File: src/rtl/booth_pkg.sv
// Shared types and defaults for the Booth multiplier arbiter.
package booth_pkg;

   typedef enum logic [2:0] {
      ST_IDLE,
      ST_START,
      ST_WAIT_HI,
      ST_WAIT_LO,
      ST_RESP
   } state_e;

   localparam int DEF_N            = 8;
   localparam int DEF_START_CYCLES = 2;
   localparam int DEF_TIMEOUT      = 64;

   // Ceiling log2, usable in constant expressions; returns 0 for v <= 1.
   function automatic int clog2(input int v);
      int r;
      r = 0;
      for (int k = 0; k < 31; k++) begin
         if ((1 << r) < v) r = r + 1;
      end
      return r;
   endfunction

endpackage

File: src/rtl/booth_arbiter_rr.sv
// Combinational round-robin pick: first set request at or above ptr, with wrap.
module rr_arbiter
   import booth_pkg::*;
#(
   parameter int NREQ = 4
) (
   input  logic [NREQ-1:0]        req_i,
   input  logic [clog2(NREQ)-1:0] ptr_i,
   output logic                   valid_o,
   output logic [clog2(NREQ)-1:0] idx_o
);

   localparam int IW = clog2(NREQ);

   logic [IW-1:0] cand;

   // Scan from the farthest offset down so the closest request to ptr wins.
   always_comb begin
      valid_o = |req_i;
      idx_o   = '0;
      cand    = '0;
      for (int k = NREQ - 1; k >= 0; k--) begin
         cand = ptr_i + IW'(k);
         if (req_i[cand]) idx_o = cand;
      end
   end

endmodule

File: src/rtl/booth_arbiter.sv
// Shares one Booth multiplier core between NREQ requesters with round-robin
// grant, Start/Done sequencing, product capture and a Done watchdog.
module booth_arbiter
   import booth_pkg::*;
#(
   parameter int N            = DEF_N,
   parameter int NREQ         = 4,
   parameter int START_CYCLES = DEF_START_CYCLES,
   parameter int TIMEOUT      = DEF_TIMEOUT
) (
   input  logic                    clk_i,
   input  logic                    rst_i,
   input  logic [NREQ-1:0]         req_i,
   input  logic [NREQ*N-1:0]       req_mplier_i,
   input  logic [NREQ*N-1:0]       req_mcand_i,
   output logic [NREQ-1:0]         ack_o,
   output logic [2*N-1:0]          result_o,
   output logic                    err_o,
   output logic                    busy_o,
   output logic [clog2(NREQ)-1:0]  grant_id_o,
   output logic [N-1:0]            core_mplier_o,
   output logic [N-1:0]            core_mcand_o,
   output logic                    core_start_o,
   input  logic                    core_done_i,
   input  logic [2*N-1:0]          core_product_i
);

   localparam int IW = clog2(NREQ);
   localparam int SW = clog2(START_CYCLES) + 1;
   localparam int WW = clog2(TIMEOUT) + 1;

   state_e          state_q, state_d;
   logic [IW-1:0]   ptr_q, ptr_d;
   logic [IW-1:0]   gid_q, gid_d;
   logic [N-1:0]    mpl_q, mpl_d;
   logic [N-1:0]    mcd_q, mcd_d;
   logic [SW-1:0]   scnt_q, scnt_d;
   logic [WW-1:0]   wdog_q, wdog_d;
   logic [2*N-1:0]  prod_q, prod_d;
   logic [NREQ-1:0] ack_q, ack_d;
   logic [2*N-1:0]  res_q, res_d;
   logic            err_q, err_d;
   logic            busy_q, busy_d;
   logic            start_q, start_d;

   logic            pick_vld;
   logic [IW-1:0]   pick_idx;
   logic            to_resp;
   logic            to_err;
   logic            wdog_exp;

   rr_arbiter #(.NREQ(NREQ)) u_rr (
      .req_i   (req_i),
      .ptr_i   (ptr_q),
      .valid_o (pick_vld),
      .idx_o   (pick_idx)
   );

   assign wdog_exp = (wdog_q == WW'(TIMEOUT - 1));

   always_comb begin
      state_d = state_q;
      ptr_d   = ptr_q;
      gid_d   = gid_q;
      mpl_d   = mpl_q;
      mcd_d   = mcd_q;
      scnt_d  = scnt_q;
      wdog_d  = wdog_q;
      prod_d  = prod_q;
      res_d   = res_q;
      err_d   = err_q;
      ack_d   = '0;
      to_resp = 1'b0;
      to_err  = 1'b0;

      case (state_q)
         ST_IDLE: begin
            if (pick_vld) begin
               gid_d   = pick_idx;
               mpl_d   = req_mplier_i[int'(pick_idx)*N +: N];
               mcd_d   = req_mcand_i[int'(pick_idx)*N +: N];
               scnt_d  = '0;
               state_d = ST_START;
            end
         end
         ST_START: begin
            if (scnt_q == SW'(START_CYCLES - 1)) begin
               wdog_d  = '0;
               state_d = ST_WAIT_HI;
            end else begin
               scnt_d = scnt_q + SW'(1);
            end
         end
         ST_WAIT_HI: begin
            if (core_done_i) begin
               prod_d  = core_product_i;
               wdog_d  = '0;
               state_d = ST_WAIT_LO;
            end else if (wdog_exp) begin
               to_resp = 1'b1;
               to_err  = 1'b1;
            end else begin
               wdog_d = wdog_q + WW'(1);
            end
         end
         ST_WAIT_LO: begin
            if (!core_done_i) begin
               to_resp = 1'b1;
            end else if (wdog_exp) begin
               to_resp = 1'b1;
               to_err  = 1'b1;
            end else begin
               wdog_d = wdog_q + WW'(1);
            end
         end
         ST_RESP: begin
            ptr_d   = gid_q + IW'(1);
            state_d = ST_IDLE;
         end
         default: state_d = ST_IDLE;
      endcase

      // Response fields are registered on entry so they are valid in RESP.
      if (to_resp) begin
         state_d      = ST_RESP;
         ack_d[gid_q] = 1'b1;
         err_d        = to_err;
         res_d        = to_err ? '0 : prod_q;
      end

      start_d = (state_d == ST_START);
      busy_d  = (state_d != ST_IDLE);
   end

   always_ff @(posedge clk_i) begin
      if (rst_i) begin
         state_q <= ST_IDLE;
         ptr_q   <= '0;
         gid_q   <= '0;
         mpl_q   <= '0;
         mcd_q   <= '0;
         scnt_q  <= '0;
         wdog_q  <= '0;
         prod_q  <= '0;
         ack_q   <= '0;
         res_q   <= '0;
         err_q   <= 1'b0;
         busy_q  <= 1'b0;
         start_q <= 1'b0;
      end else begin
         state_q <= state_d;
         ptr_q   <= ptr_d;
         gid_q   <= gid_d;
         mpl_q   <= mpl_d;
         mcd_q   <= mcd_d;
         scnt_q  <= scnt_d;
         wdog_q  <= wdog_d;
         prod_q  <= prod_d;
         ack_q   <= ack_d;
         res_q   <= res_d;
         err_q   <= err_d;
         busy_q  <= busy_d;
         start_q <= start_d;
      end
   end

   assign ack_o         = ack_q;
   assign result_o      = res_q;
   assign err_o         = err_q;
   assign busy_o        = busy_q;
   assign grant_id_o    = gid_q;
   assign core_mplier_o = mpl_q;
   assign core_mcand_o  = mcd_q;
   assign core_start_o  = start_q;

endmodule

File: config.mk
export PLATFORM = sky130hd
export DESIGN_NAME = booth_arbiter
export DESIGN_NICKNAME = d
export VERILOG_FILES = /design/src/rtl/booth_pkg.sv /design/src/rtl/booth_arbiter_rr.sv /design/src/rtl/booth_arbiter.sv
export SDC_FILE = /design/constraint.sdc
export NUM_CORES = 1
export LEC_CHECK = 0
export ABC_AREA = 0
export ABC_CLOCK_PERIOD_IN_PS = 1850
export BUFFER_PORTS_ARGS = -buffer_cell sky130_fd_sc_hd__buf_2
export CORE_MARGIN = 2
export CORE_UTILIZATION = 43
export CTS_CLUSTER_DIAMETER = 50
export CTS_CLUSTER_SIZE = 10
export DETAILED_ROUTE_END_ITERATION = 12
export PLACE_DENSITY = 0.71
export SLEW_MARGIN = 15
export SYNTH_ARGS = -nofsm -noshare
export SYNTH_HDL_FRONTEND = slang
export SYNTH_SLANG_ARGS = --single-unit
File: constraint.sdc
create_clock -name clk_i -period 1.85 [get_ports clk_i]
set_input_delay 0.37 -clock clk_i [delete_from_list [all_inputs] [get_ports clk_i]]
set_output_delay 0.37 -clock clk_i [all_outputs]
set_load 0.02 [all_outputs]
; ---- Word-level counts from Yosys, hierarchy flattened
; Cells that the tools add are included.
[totals]
regBits = 71
input_bits = 87
[classes]
add_sub_neg = 6
bitwise = 1
eq_ne = 11
n_shift = 2
n_reduce_logical = 11
mux = 34
order_cmp = 6
[ops]
columns = operator, count
row1 = $shiftx 32x6->8, 2
row2 = $mux 7, 4
row3 = $pmux 7 s3, 1
row4 = $mux 16, 1
row5 = $lt 2x3->1 const B, 5
row6 = $mux 2, 6
row7 = $mux 3, 4
row8 = $pmux 3 s4, 1
row9 = $mux 1, 9
row10 = $bmux 1 s2, 4
row11 = $ne 2x2->1 const B, 4
row12 = $add 7x1->7 const B, 1
row13 = $eq 7x6->1 const B, 1
row14 = $add 2x1->2 const B, 3
row15 = $eq 3x1->1 const B, 2
row16 = $eq 3x2->1 const B, 2
row17 = $reduce_and 3->1, 2
row18 = $reduce_bool 3->1, 2
row19 = $add 2x2->2 const B, 2
row20 = $pmux 1 s2, 2
row21 = $pmux 2 s2, 1
row22 = $reduce_and 2->1, 2
row23 = $reduce_or 4->1, 1
row24 = $eq 3x3->1 const B, 1
row25 = other kinds (8), 8

; ---- Depth between registers and ports, before layout
[depth]
word_depth = 8
depth_mapped = 8
ltp_nobuf = 7

; ---- Modules after synthesis
; Synthesis repeated with hierarchy kept, for this count alone.
[hier_totals]
cells_unflattened = 331
area_unflattened_um2 = 3170.5
[by_module_without_submodules]
columns = mod, seq_area_each_um2, cells_each, area_per_inst_um2, n_inst
row1 = booth_arbiter, 1421.4, 318, 3093.0, 1
row2 = rr_arbiter, 0.0, 13, 77.6, 1

; ---- Least setup slack after synthesis
; No wires, ideal clock.
[synth_path]
path_kind = reg2reg
start = register wdog_q[0]
end = register res_q[10] (netlist: result_o[10])
path_buffers = 2
arrival_time_ps = 1859
path_slack_ps = -66
synth_period_minus_slack_ps = 1916
t_required_ps = 1793
path_stages_with_launch = 9
setup_ps = 57
cell_sequence = dfxtp_1 -> ha_1 -> and3_4 -> and4b_1 -> buf_6 -> maj3_4 -> a21oi_4 -> buf_6 -> a22o_2
[synth_via]
elab_chain_cells = 5
elab_cells_between_ends = 8
classes_between = 1 x eq/ne / 7 x mux
[synth_lines]
columns = element, line
row1 = start: declaration, booth_arbiter.sv:38  ; logic [WW-1:0] wdog_q, wdog_d;
row2 = start signal: assignment, booth_arbiter.sv:157  ; wdog_q <= wdog_d;
row3 = $eq 7x6->1 *, booth_arbiter.sv:59  ; assign wdog_exp = (wdog_q == WW'(TIMEOUT - 1));
row4 = $mux 1 *, "booth_arbiter.sv:99, booth_arbiter.sv:109"
row5 = "$mux 1, on equally long branches", "booth_arbiter.sv:107, booth_arbiter.sv:95"
row6 = $pmux 1 s2, booth_arbiter.sv:76  ; case (state_q)
row7 = $mux 16, booth_arbiter.sv:128  ; res_d = to_err ? '0 : prod_q;
row8 = end signal: assignment, booth_arbiter.sv:160  ; res_q <= res_d;
row9 = end: declaration, booth_arbiter.sv:41  ; logic [2*N-1:0] res_q, res_d;
; Mark *: on every way between the ends. The rest lies on a longest branch, timed or not.
; A chain may end at the register's enable or synchronous reset.

; ---- Final worst setup path
[layout_path]
start = register wdog_q[1]
end = register res_q[0] (netlist: result_o[0])
; Same word-level chain as after synthesis.

==> flow_summary.json <==
{
  "finClkSkew_ns": 0.0157,
  "hp-start": "core_product_i[6]",
  "io_pins": 128,
  "tns_ns": 0,
  "min_path_cells": 3,
  "root_buffer": "clkbuf_8",
  "max_slew_margin_pct": 49.1,
  "syn-num-nets": 422,
  "die_area_mm2": 0.00806,
  "hold_viol_final": 0,
  "startpoint": "wdog_q[1]",
  "critical_path_class": "flop to flop",
  "final_common_cell": "buf_2",
  "required_ns": 2.14,
  "p_total_w": 0.00346,
  "ys_ff_latch": 71,
  "grt_overflow": 0,
  "num_rows": 31,
  "hp-class": "input port to flop",
  "dr.first_iter.drc_count": 150,
  "clock_path_buffers": 2,
  "insertion_delay_ns": 0.35,
  "postSynthCellCount": 329,
  "drive_above_1_share_pct": 43.6,
  "nets": 579,
  "area_delta_synth_final_pct": 41.4,
  "drc": 0,
  "peakVddDrop_v": 0.000392,
  "fmax_mhz": 549,
  "placed_area_mm2": 0.00409,
  "place.gp.congestion": 0.828,
  "dr.pass1.iters": 4,
  "nFillCells": 625,
  "post-route-period-util_pct": 98.4,
  "power_density_mw_per_mm2": 773,
  "outcome": "finished, final reports clean",
  "start_util_pct": 44.1,
  "via_per_inst": 5.14,
  "ys_seq_area_share_pct": 45.0,
  "rr_startpoint": "wdog_q[1]",
  "synthTopCellsByArea": "dfxtp_1, mux2i_1, nand2_1, a21oi_1, a2bb2oi_1",
  "worst_pin_slew_ns": 0.761,
  "ant_nets": 0,
  "final_cell_mix": "buf_2, dfxtp_1, nand2_1",
  "wl_per_cell_um": 13.9,
  "htreeDepth": 3,
  "fin_area_mm2": 0.00447,
  "fp.dieH_um": 89.8,
  "grt_max_degree": 27,
  "cts_tree": "built",
  "die_w_um": 89.8,
  "setup_viol": 0,
  "yosysTopAreaCell": "dfxtp_1",
  "cp.arrival_ns": 2.11,
  "vias": 3030,
  "synth_top_area_share_pct": 45.0,
  "min_period_ns": 1.82,
  "port_buffers": 127,
  "synth_area_per_cell_um2": 9.61,
  "cp_max_fo": 8,
  "synth_edf_count": 0,
  "synth_cell_type_count": 49,
  "r2r_cells": 7,
  "dominantRegCellSynth": "dfxtp_1",
  "cp-end-kind": "flop",
  "dp_hpwl_um": 5930,
  "startpoint_type": "flop",
  "synth_area_mm2": 0.00316,
  "grt_pass1_wl_um": 12900,
  "cts.sinks": 71,
  "drt-total-wl_um": 8180,
  "grt_setup_unrepaired": "yes",
  "coreArea_mm2": 0.00718,
  "antenna_found_initial": 0,
  "track_usage_pct": 19.5,
  "cts_made_buffers": 9,
  "grt_pass1_vias": 2836,
  "drv_cap": 0,
  "drv_slew": 0,
  "n_antenna_cell": 0,
  "p_leak_nw": 2.15,
  "async_reset_ff_share_pct": 0,
  "yosysWarnings": 0,
  "clk_pin_slew_ns": 0.09
}
==> path summary, 6_finish.rpt <==
| path | endpoint | slack, ns |
|---|---|---|
| hold reg to reg | prod_q[5] | 0.46 |
| setup / recovery | result_o[0] | 0.03 |
| setup reg to reg | result_o[0] | 0.03 |
| hold / removal | prod_q[6] | 0.25 |
==> final cells by class <==
| cell class | count | area (um2) | share of cell area (%) |
|---|---|---|---|
| Timing Repair Buffer | 164 | 1020 | 22.9 |
| Multi-Input combinational cell | 236 | 1700 | 38.0 |
| Sequential cell | 71 | 1430 | 31.9 |
| Clock buffer | 9 | 124 | 2.77 |
| Clock inverter | 7 | 58.8 | 1.32 |
| Inverter | 4 | 15.0 | 0.336 |
| Tap cell | 99 | 124 | 2.77 |
==> report_power, final <==
group | internal (W) | switching, W
logic | 0.000325 | 0.000324
clock network | 0.000510 | 0.000657
registers | 0.00159 | 0.0000455
total | 0.00243 | 0.00103
==> state kept, by name (all words and copies together) (netlist names) <==
register	count
scnt_q	2
grant_id_o	2
ack_o	4
wdog_q	7
core_start_o	1
err_o	1
ptr_q	2
result_o	16
core_mplier_o	8
prod_q	16
busy_o	1
state_q	3
core_mcand_o	8
==> repair_timing <==
item,CTS,global route
resized for setup,0,15
buffers inserted,0,11
hold buffers,0,0
endpoints found under the setup margin,0,40
==> per-stage QoR <==
step / worst slack [ns] / instances / util, % / hold WS, ns
6_report: 0.0292 / 590 / 62.3 / 0.249
5_1_grt: -0.0259 / 590 / 62.3 / 0.248
3_5_place_dp: -0.0774 / 561 / 57.0 / 0.438
4_1_cts: 0.00735 / 577 / 59.5 / 0.234
2_1_floorplan: 0.0101 / 329 / - / 0.419
3_3_place_gp: -0.00902 / 561 / 57.0 / 0.434
==> routing by layer <==
metal  global-route usage, %  share of wire [%]  wire [um]  vias up
met1                    23.4                 43       3480     1397
met5                       0                  0          0        -
met3                    5.03                7.0        575        9
li1                        -                  -          -     1507
met4                    7.69                1.2         99        0
met2                    33.4                 49       4020      117
==> synthesized netlist by cell type (2+ instances only) <==
| cell type | count |
|---|---|
| a22o_1 | 6 |
| nand2_1 | 40 |
| nand2b_1 | 6 |
| buf_4 | 3 |
| nand3b_1 | 4 |
| and3_2 | 4 |
| buf_6 | 3 |
| a22o_2 | 10 |
| clkbuf_1 | 7 |
| a2bb2oi_1 | 14 |
| o31ai_1 | 2 |
| mux2i_1 | 36 |
| or2_2 | 2 |
| nor2_1 | 19 |
| buf_2 | 4 |
| nand3_1 | 4 |
| o21ai_0 | 16 |
| ha_1 | 6 |
| a21boi_0 | 3 |
| a211oi_1 | 3 |
| o221ai_1 | 2 |
| nor3_1 | 5 |
| xnor2_1 | 2 |
| dfxtp_1 | 71 |
| a31oi_1 | 2 |
| nor2b_1 | 4 |
| a21oi_1 | 26 |
| inv_1 | 4 |
==> critical path, stage by stage (launching register included) <==
cell,delay (ns)
dfxtp_2,0.34
ha_4,0.16
and3_4,0.18
and4b_1,0.20
maj3_4,0.37
a21oi_4,0.23
clkbuf_16,0.19
a22o_1,0.11
==> cells by family (layout without fill, tap and decap cells) <==
logic type               after synthesis  in the layout  synth area share, %
AND/OR/NAND/NOR                       97             97                 15.1
AO/OA/AOI/OAI                         93             93                 21.0
flip-flops                            71             71                 45.0
multiplexers                          37             37                 11.8
buffers and inverters                 22            184                 3.88
adder cells (fa/ha/maj)                7              7                 2.81
XOR/XNOR                               2              2                0.554
Power figures use the tool's default switching activity.
